**config.mk**
```make
export PLATFORM = sky130hd
export DESIGN_NAME = fetch_ctrl
export DESIGN_NICKNAME = d
export VERILOG_FILES = /design/src/rtl/fetch_ctrl.sv
export SDC_FILE = /design/constraint.sdc
export NUM_CORES = 1
export LEC_CHECK = 0
export BUFFER_PORTS_ARGS = -buffer_cell sky130_fd_sc_hd__buf_2
export CAP_MARGIN = 20
export CORE_MARGIN = 2
export CORE_UTILIZATION = 41
export DETAILED_ROUTE_END_ITERATION = 12
export SLEW_MARGIN = 20
export SYNTH_ARGS = -nofsm -noshare
export SYNTH_HDL_FRONTEND = slang
export SYNTH_SLANG_ARGS = --single-unit
```
**constraint.sdc**
```tcl
create_clock -name clk_i -period 2.2 [get_ports clk_i]
set_input_delay 0.44 -clock clk_i [delete_from_list [all_inputs] [get_ports clk_i]]
set_output_delay 0.44 -clock clk_i [all_outputs]
set_load 0.03 [all_outputs]
```
**src/rtl/fetch_ctrl.sv**
```systemverilog
// rtl/fetch_ctrl.sv - fetch-side PC owner, imem requester and IF/ID register writer
// Single outstanding fetch; a stalled response parks in a one-entry skid slot.
module fetch_ctrl #(
    parameter int                     ADDR_WIDTH  = 16,
    parameter int                     INSTR_WIDTH = 16,
    parameter logic [ADDR_WIDTH-1:0]  RESET_PC    = '0,
    parameter logic [ADDR_WIDTH-1:0]  PC_STEP     = ADDR_WIDTH'(1),
    parameter logic [INSTR_WIDTH-1:0] NOP_INSTR   = '0
) (
    input  logic                   clk_i,
    input  logic                   rst_i,
    input  logic                   stall_i,
    input  logic                   flush_i,
    input  logic [ADDR_WIDTH-1:0]  redirect_pc_i,
    output logic                   imem_req_o,
    output logic [ADDR_WIDTH-1:0]  imem_addr_o,
    input  logic                   imem_gnt_i,
    input  logic                   imem_rvalid_i,
    input  logic [INSTR_WIDTH-1:0] imem_rdata_i,
    output logic [ADDR_WIDTH-1:0]  pc_o,
    output logic                   if_id_valid_o,
    output logic [INSTR_WIDTH-1:0] if_id_instr_o,
    output logic [ADDR_WIDTH-1:0]  if_id_pc_o
);

    typedef enum logic [1:0] {S_REQ, S_WAIT, S_HOLD} state_t;

    state_t                 state_q, state_d;
    logic [ADDR_WIDTH-1:0]  pc_q, pc_d;
    logic                   squash_q, squash_d;
    logic                   skid_valid_q, skid_valid_d;
    logic [INSTR_WIDTH-1:0] skid_instr_q, skid_instr_d;
    logic [ADDR_WIDTH-1:0]  skid_pc_q, skid_pc_d;
    logic                   if_valid_q, if_valid_d;
    logic [INSTR_WIDTH-1:0] if_instr_q, if_instr_d;
    logic [ADDR_WIDTH-1:0]  if_pc_q, if_pc_d;

    always_ff @(posedge clk_i) begin
        if (rst_i) begin
            state_q      <= S_REQ;
            pc_q         <= RESET_PC;
            squash_q     <= 1'b0;
            skid_valid_q <= 1'b0;
            skid_instr_q <= NOP_INSTR;
            skid_pc_q    <= '0;
            if_valid_q   <= 1'b0;
            if_instr_q   <= NOP_INSTR;
            if_pc_q      <= '0;
        end else begin
            state_q      <= state_d;
            pc_q         <= pc_d;
            squash_q     <= squash_d;
            skid_valid_q <= skid_valid_d;
            skid_instr_q <= skid_instr_d;
            skid_pc_q    <= skid_pc_d;
            if_valid_q   <= if_valid_d;
            if_instr_q   <= if_instr_d;
            if_pc_q      <= if_pc_d;
        end
    end

    always_comb begin
        state_d      = state_q;
        pc_d         = pc_q;
        squash_d     = squash_q;
        skid_valid_d = skid_valid_q;
        skid_instr_d = skid_instr_q;
        skid_pc_d    = skid_pc_q;
        if_valid_d   = if_valid_q;
        if_instr_d   = if_instr_q;
        if_pc_d      = if_pc_q;

        // IF/ID bubbles unless stalled; a load below overrides the bubble
        if (flush_i || !stall_i) begin
            if_valid_d = 1'b0;
            if_instr_d = NOP_INSTR;
        end

        case (state_q)
            S_REQ: begin
                if (flush_i) begin
                    pc_d = redirect_pc_i;
                    if (imem_gnt_i) begin
                        state_d  = S_WAIT;
                        squash_d = 1'b1;
                    end
                end else if (imem_gnt_i) begin
                    state_d = S_WAIT;
                end
            end
            S_WAIT: begin
                if (imem_rvalid_i) begin
                    state_d = S_REQ;
                    if (squash_q) begin
                        squash_d = 1'b0;
                        if (flush_i) pc_d = redirect_pc_i;
                    end else if (flush_i) begin
                        pc_d = redirect_pc_i;
                    end else if (!stall_i) begin
                        if_valid_d = 1'b1;
                        if_instr_d = imem_rdata_i;
                        if_pc_d    = pc_q;
                        pc_d       = pc_q + PC_STEP;
                    end else begin
                        skid_valid_d = 1'b1;
                        skid_instr_d = imem_rdata_i;
                        skid_pc_d    = pc_q;
                        pc_d         = pc_q + PC_STEP;
                        state_d      = S_HOLD;
                    end
                end else if (flush_i) begin
                    squash_d = 1'b1;
                    pc_d     = redirect_pc_i;
                end
            end
            S_HOLD: begin
                if (flush_i) begin
                    skid_valid_d = 1'b0;
                    pc_d         = redirect_pc_i;
                    state_d      = S_REQ;
                end else if (!stall_i) begin
                    if_valid_d   = skid_valid_q;
                    if_instr_d   = skid_instr_q;
                    if_pc_d      = skid_pc_q;
                    skid_valid_d = 1'b0;
                    state_d      = S_REQ;
                end
            end
            default: state_d = S_REQ;
        endcase
    end

    assign imem_req_o    = (state_q == S_REQ) && !rst_i;
    assign imem_addr_o   = pc_q;
    assign pc_o          = pc_q;
    assign if_id_valid_o = if_valid_q;
    assign if_id_instr_o = if_instr_q;
    assign if_id_pc_o    = if_pc_q;

endmodule

```
==> insert_results.sql <==
INSERT INTO impl_metrics (metric_group, metric, value, unit) VALUES
('run_status', 'run_status', 'complete, no violations', ''),
('worst_setup_path', 'timing.critical_path.to_type', 'register', ''),
('yosys', 'synth_fp_nets', '523', ''),
('cts', 'clk_root_buffer_cell', 'clkbuf_8', ''),
('yosys', 'ys_warn_count', '0', ''),
('yosys', 'synth-main-ff-cell', 'dfxtp_1', ''),
('cells_and_area', 'num-nets-final', '609', ''),
('job', 'drv.max_cap_violation_count', '0', ''),
('cts', 'htree_levels', '3', ''),
('yosys', 'syn_avg_cell_area', '8.38', 'µm²'),
('detailed_routing', 'post_drt_wl_per_cell', '15.5', 'µm'),
('grt', 'grt_pass1_wl', '16.7', 'mm'),
('worst_setup_path', 'critical-path-slowest-cell', 'or4_1', ''),
('grt', 'globalRouteTotalUtil', '0.203', ''),
('yosys', 'yosys_register_bits', '85', ''),
('placed_design', 'postPlaceCellArea', '4560', 'µm²'),
('power_and_ir_drop', 'p_per_area', '686', 'nW/µm²'),
('timing', 'worst_slew_margin_rel', '0.480', ''),
('grt', 'antenna_found_initial', '0', ''),
('detailed_routing', 'drt_iter0_drc', '217', ''),
('floorplan', 'chipWidth', '103', 'µm'),
('detailed_routing', 'drt_pre_antenna_iters', '4', ''),
('worst_setup_path', 'path_max_fanout', '7', ''),
('worst_setup_path', 'end_point_of_the_critical_path', 'imem_addr_o[12]', ''),
('timing', 'final.setup_skew', '7.92', 'ps'),
('yosys', 'ffs_w_async_s_r_synth', '0', ''),
('floorplan', 'fp.dieArea', '10600', 'µm²'),
('worst_setup_path', 'critPathLaunch', 'state_q[0]', ''),
('grt', 'grt_overflow_total', '0', ''),
('timing', 'max_slew.worst_pin.slew', '779', 'ps'),
('grt', 'grt_start_max_net_pins', '88', ''),
('min_path', 'min_path_type', 'in2reg', ''),
('cts', 'clk_latency', '360', 'ps'),
('power_and_ir_drop', 'pwr-share-comb', '0.148', ''),
('cells_and_area', 'final_cell_mix', '103 x buf_2, 84 x dfxtp_1, 78 x nand2_1, 53 x nor2_1, 51 x a21oi_1', ''),
('placed_design', 'gp_congestion', '0.782', ''),
('detailed_routing', 'drc', '0', ''),
('power_and_ir_drop', 'clock_power_share', '0.359', ''),
('cells_and_area', 'n_antenna_cell', '0', ''),
('floorplan', 'core_region_area', '9640', 'µm²'),
('worst_setup_path', 'rr_worst_depth', '7', ''),
('worst_setup_path', 'reg2reg_from', 'state_q[0]', ''),
('worst_setup_path', 'critical_path.n_buffers_inverters', '2', ''),
('cts', 'cts_num_sinks', '85', ''),
('placed_design', 'dp.final_hpwl', '7.05', 'mm'),
('timing', 'number_of_endpoints_with_negative_hold_slack_in_the_final_report', '0', ''),
('worst_setup_path', 'critPathKind', 'reg2reg', ''),
('worst_setup_path', 'critical_path_required', '2500', 'ps'),
('cells_and_area', 'area_growth_syn_to_layout', '19.5', '%'),
('floorplan', 'fp.dieH', '103', 'µm'),
('placed_design', 'place.port_buffers', '103', ''),
('cells_and_area', 'n_fill_cell', '974', ''),
('power_and_ir_drop', 'totalPowerFinal', '3.30', 'mW'),
('detailed_routing', 'number_of_nets_with_antenna_violations_after_routing', '0', ''),
('timing', 'rsz0062_at_grt', 'no', ''),
('worst_setup_path', 'critical_path.reg2reg.endpoint', 'imem_addr_o[12]', ''),
('timing', 'timing.final.max_slew_violations', '0', ''),
('yosys', 'gate_count_of_the_mapped_netlist', '480', ''),
('power_and_ir_drop', 'p_leak', '1.91', 'nW'),
('power_and_ir_drop', 'ir_worst_vdd', '0.000348', 'V'),
('yosys', 'post_synth_num_cell_types', '48', ''),
('worst_setup_path', 'path_delay_family', 'simple AND/OR/NAND/NOR gates', ''),
('cts', 'tritoncts', 'built', ''),
('worst_setup_path', 'worst_setup_path_start_kind', 'register', ''),
('worst_setup_path', 'rrSetupSlack', '190', 'ps'),
('floorplan', 'floorplan.io_pins', '104', ''),
('grt', 'first_global_vias', '3238', ''),
('cts', 'numCtsBuffers', '9', ''),
('cts', 'cts_hold_repair.buffers', '0', ''),
('cells_and_area', 'final_area', '4810', 'µm²'),
('floorplan', 'initial_utilization', '0.417', '');
-- power by group through the flow --
| stage | combinational (mW) | clock (mW) | sequential [mW] |
|---|---|---|---|
| after global placement | 0.469 | 0 | 1.66 |
| after CTS | 0.486 | 1.21 | 1.62 |
| after detailed placement | 0.475 | 0 | 1.66 |
| final | 0.489 | 1.18 | 1.62 |
| after global routing | 0.531 | 1.26 | 1.63 |
| after floorplan | 0.280 | 0 | 1.71 |
-- timing repair --
item | CTS | global route
endpoints found under the setup margin | 2 | 18
setup buffers | 3 | 0
pin swaps | 2 | 1
gates resized for setup | 0 | 2
cloned | 1 | 0
-- how the worst min path moves through the flow --
stage,end,slack [ps],depth (start not counted)
global placement,skid_instr_q[3],440,2
global route,skid_instr_q[1],320,3
finish,skid_instr_q[7],320,3
floorplan,skid_pc_q[0],440,2
detailed placement,skid_pc_q[6],450,2
CTS,skid_instr_q[7],310,3
-- cell usage after synthesis, drive strengths merged (2+ instances only) --
cell type | number | area [µm²]
o32ai | 2 | 17.5
or3 | 2 | 12.5
a21oi | 51 | 255
buf | 29 | 209
dfxtp | 85 | 1700
a2bb2oi | 2 | 17.5
and2 | 4 | 25.0
nor2 | 54 | 203
inv | 6 | 22.5
nand2 | 78 | 293
o211ai | 3 | 22.5
nor4 | 2 | 12.5
nand3 | 5 | 25.0
nand2b | 5 | 31.3
a31oi | 5 | 31.3
a22o | 17 | 149
or4 | 2 | 15.0
o22ai | 2 | 12.5
nand4 | 8 | 50.1
o21ai | 8 | 40.0
ha | 5 | 62.6
a22oi | 21 | 158
and4 | 2 | 22.5
clkbuf | 22 | 113
mux2i | 18 | 180
nor3 | 7 | 46.3
a211oi | 18 | 135
-- flip-flops by register name, indices dropped and copies added (netlist names) --
register       flops
if_id_instr_o     16
if_id_pc_o        16
if_id_valid_o      1
imem_addr_o       16
skid_instr_q      16
skid_pc_q         16
skid_valid_q       1
squash_q           1
state_q            2
-- area by class of cell --
type / count / area [µm²] / area share
flip-flops and latches: 85 / 1700 / 0.354
inverters: 6 / 22.5 / 0.00469
clock inverters: 5 / 77.6 / 0.0161
multi-input cells: 338 / 2000 / 0.416
clock buffers: 9 / 124 / 0.0258
well taps: 133 / 166 / 0.0346
repair buffers: 126 / 713 / 0.148
-- cells by family (layout without fill, tap and decap cells) --
group | count (synthesis) | count (layout) | synth area share
fa+ha+maj | 5 | 5 | 0.0156
xor+xnor | 1 | 1 | 0.00218
buf+inv | 58 | 146 | 0.0877
mux | 18 | 18 | 0.0448
simple gates | 176 | 177 | 0.201
compound gates | 137 | 137 | 0.226
flops | 85 | 85 | 0.423
-- per-stage QoR --
step	setup TNS, ps	utilization	setup WS, ps	std cells	hold slack [ps]
after floorplan	0	-	369	480	436
after global placement	0	0.473	22.0	684	442
after detailed placement	-20.5	0.473	-20.5	684	446
after CTS	0	0.497	56.8	702	310
after global routing	0	0.499	20.9	702	320
final	0	0.499	185	702	321
-- worst reg2reg max path: cells and delay by family, from the launching register on --
family	cells	cell delay (ps)
and+or+nand+nor	3	930
DFF	1	360
buffers and inverters	2	250
adders and majority gates	1	250
AOI/OAI and AO/OA	1	170
-- routing by layer --
layer / track usage / vias to the layer above / wire [µm]
met4: 0.0992 / 0 / 182
met2: 0.287 / 99 / 4770
met3: 0.0305 / 11 / 577
met5: 0 / - / 0
met1: 0.298 / 1734 / 5330
li1: - / 1859 / -
Note: power is estimated with default switching activity, not from simulation.
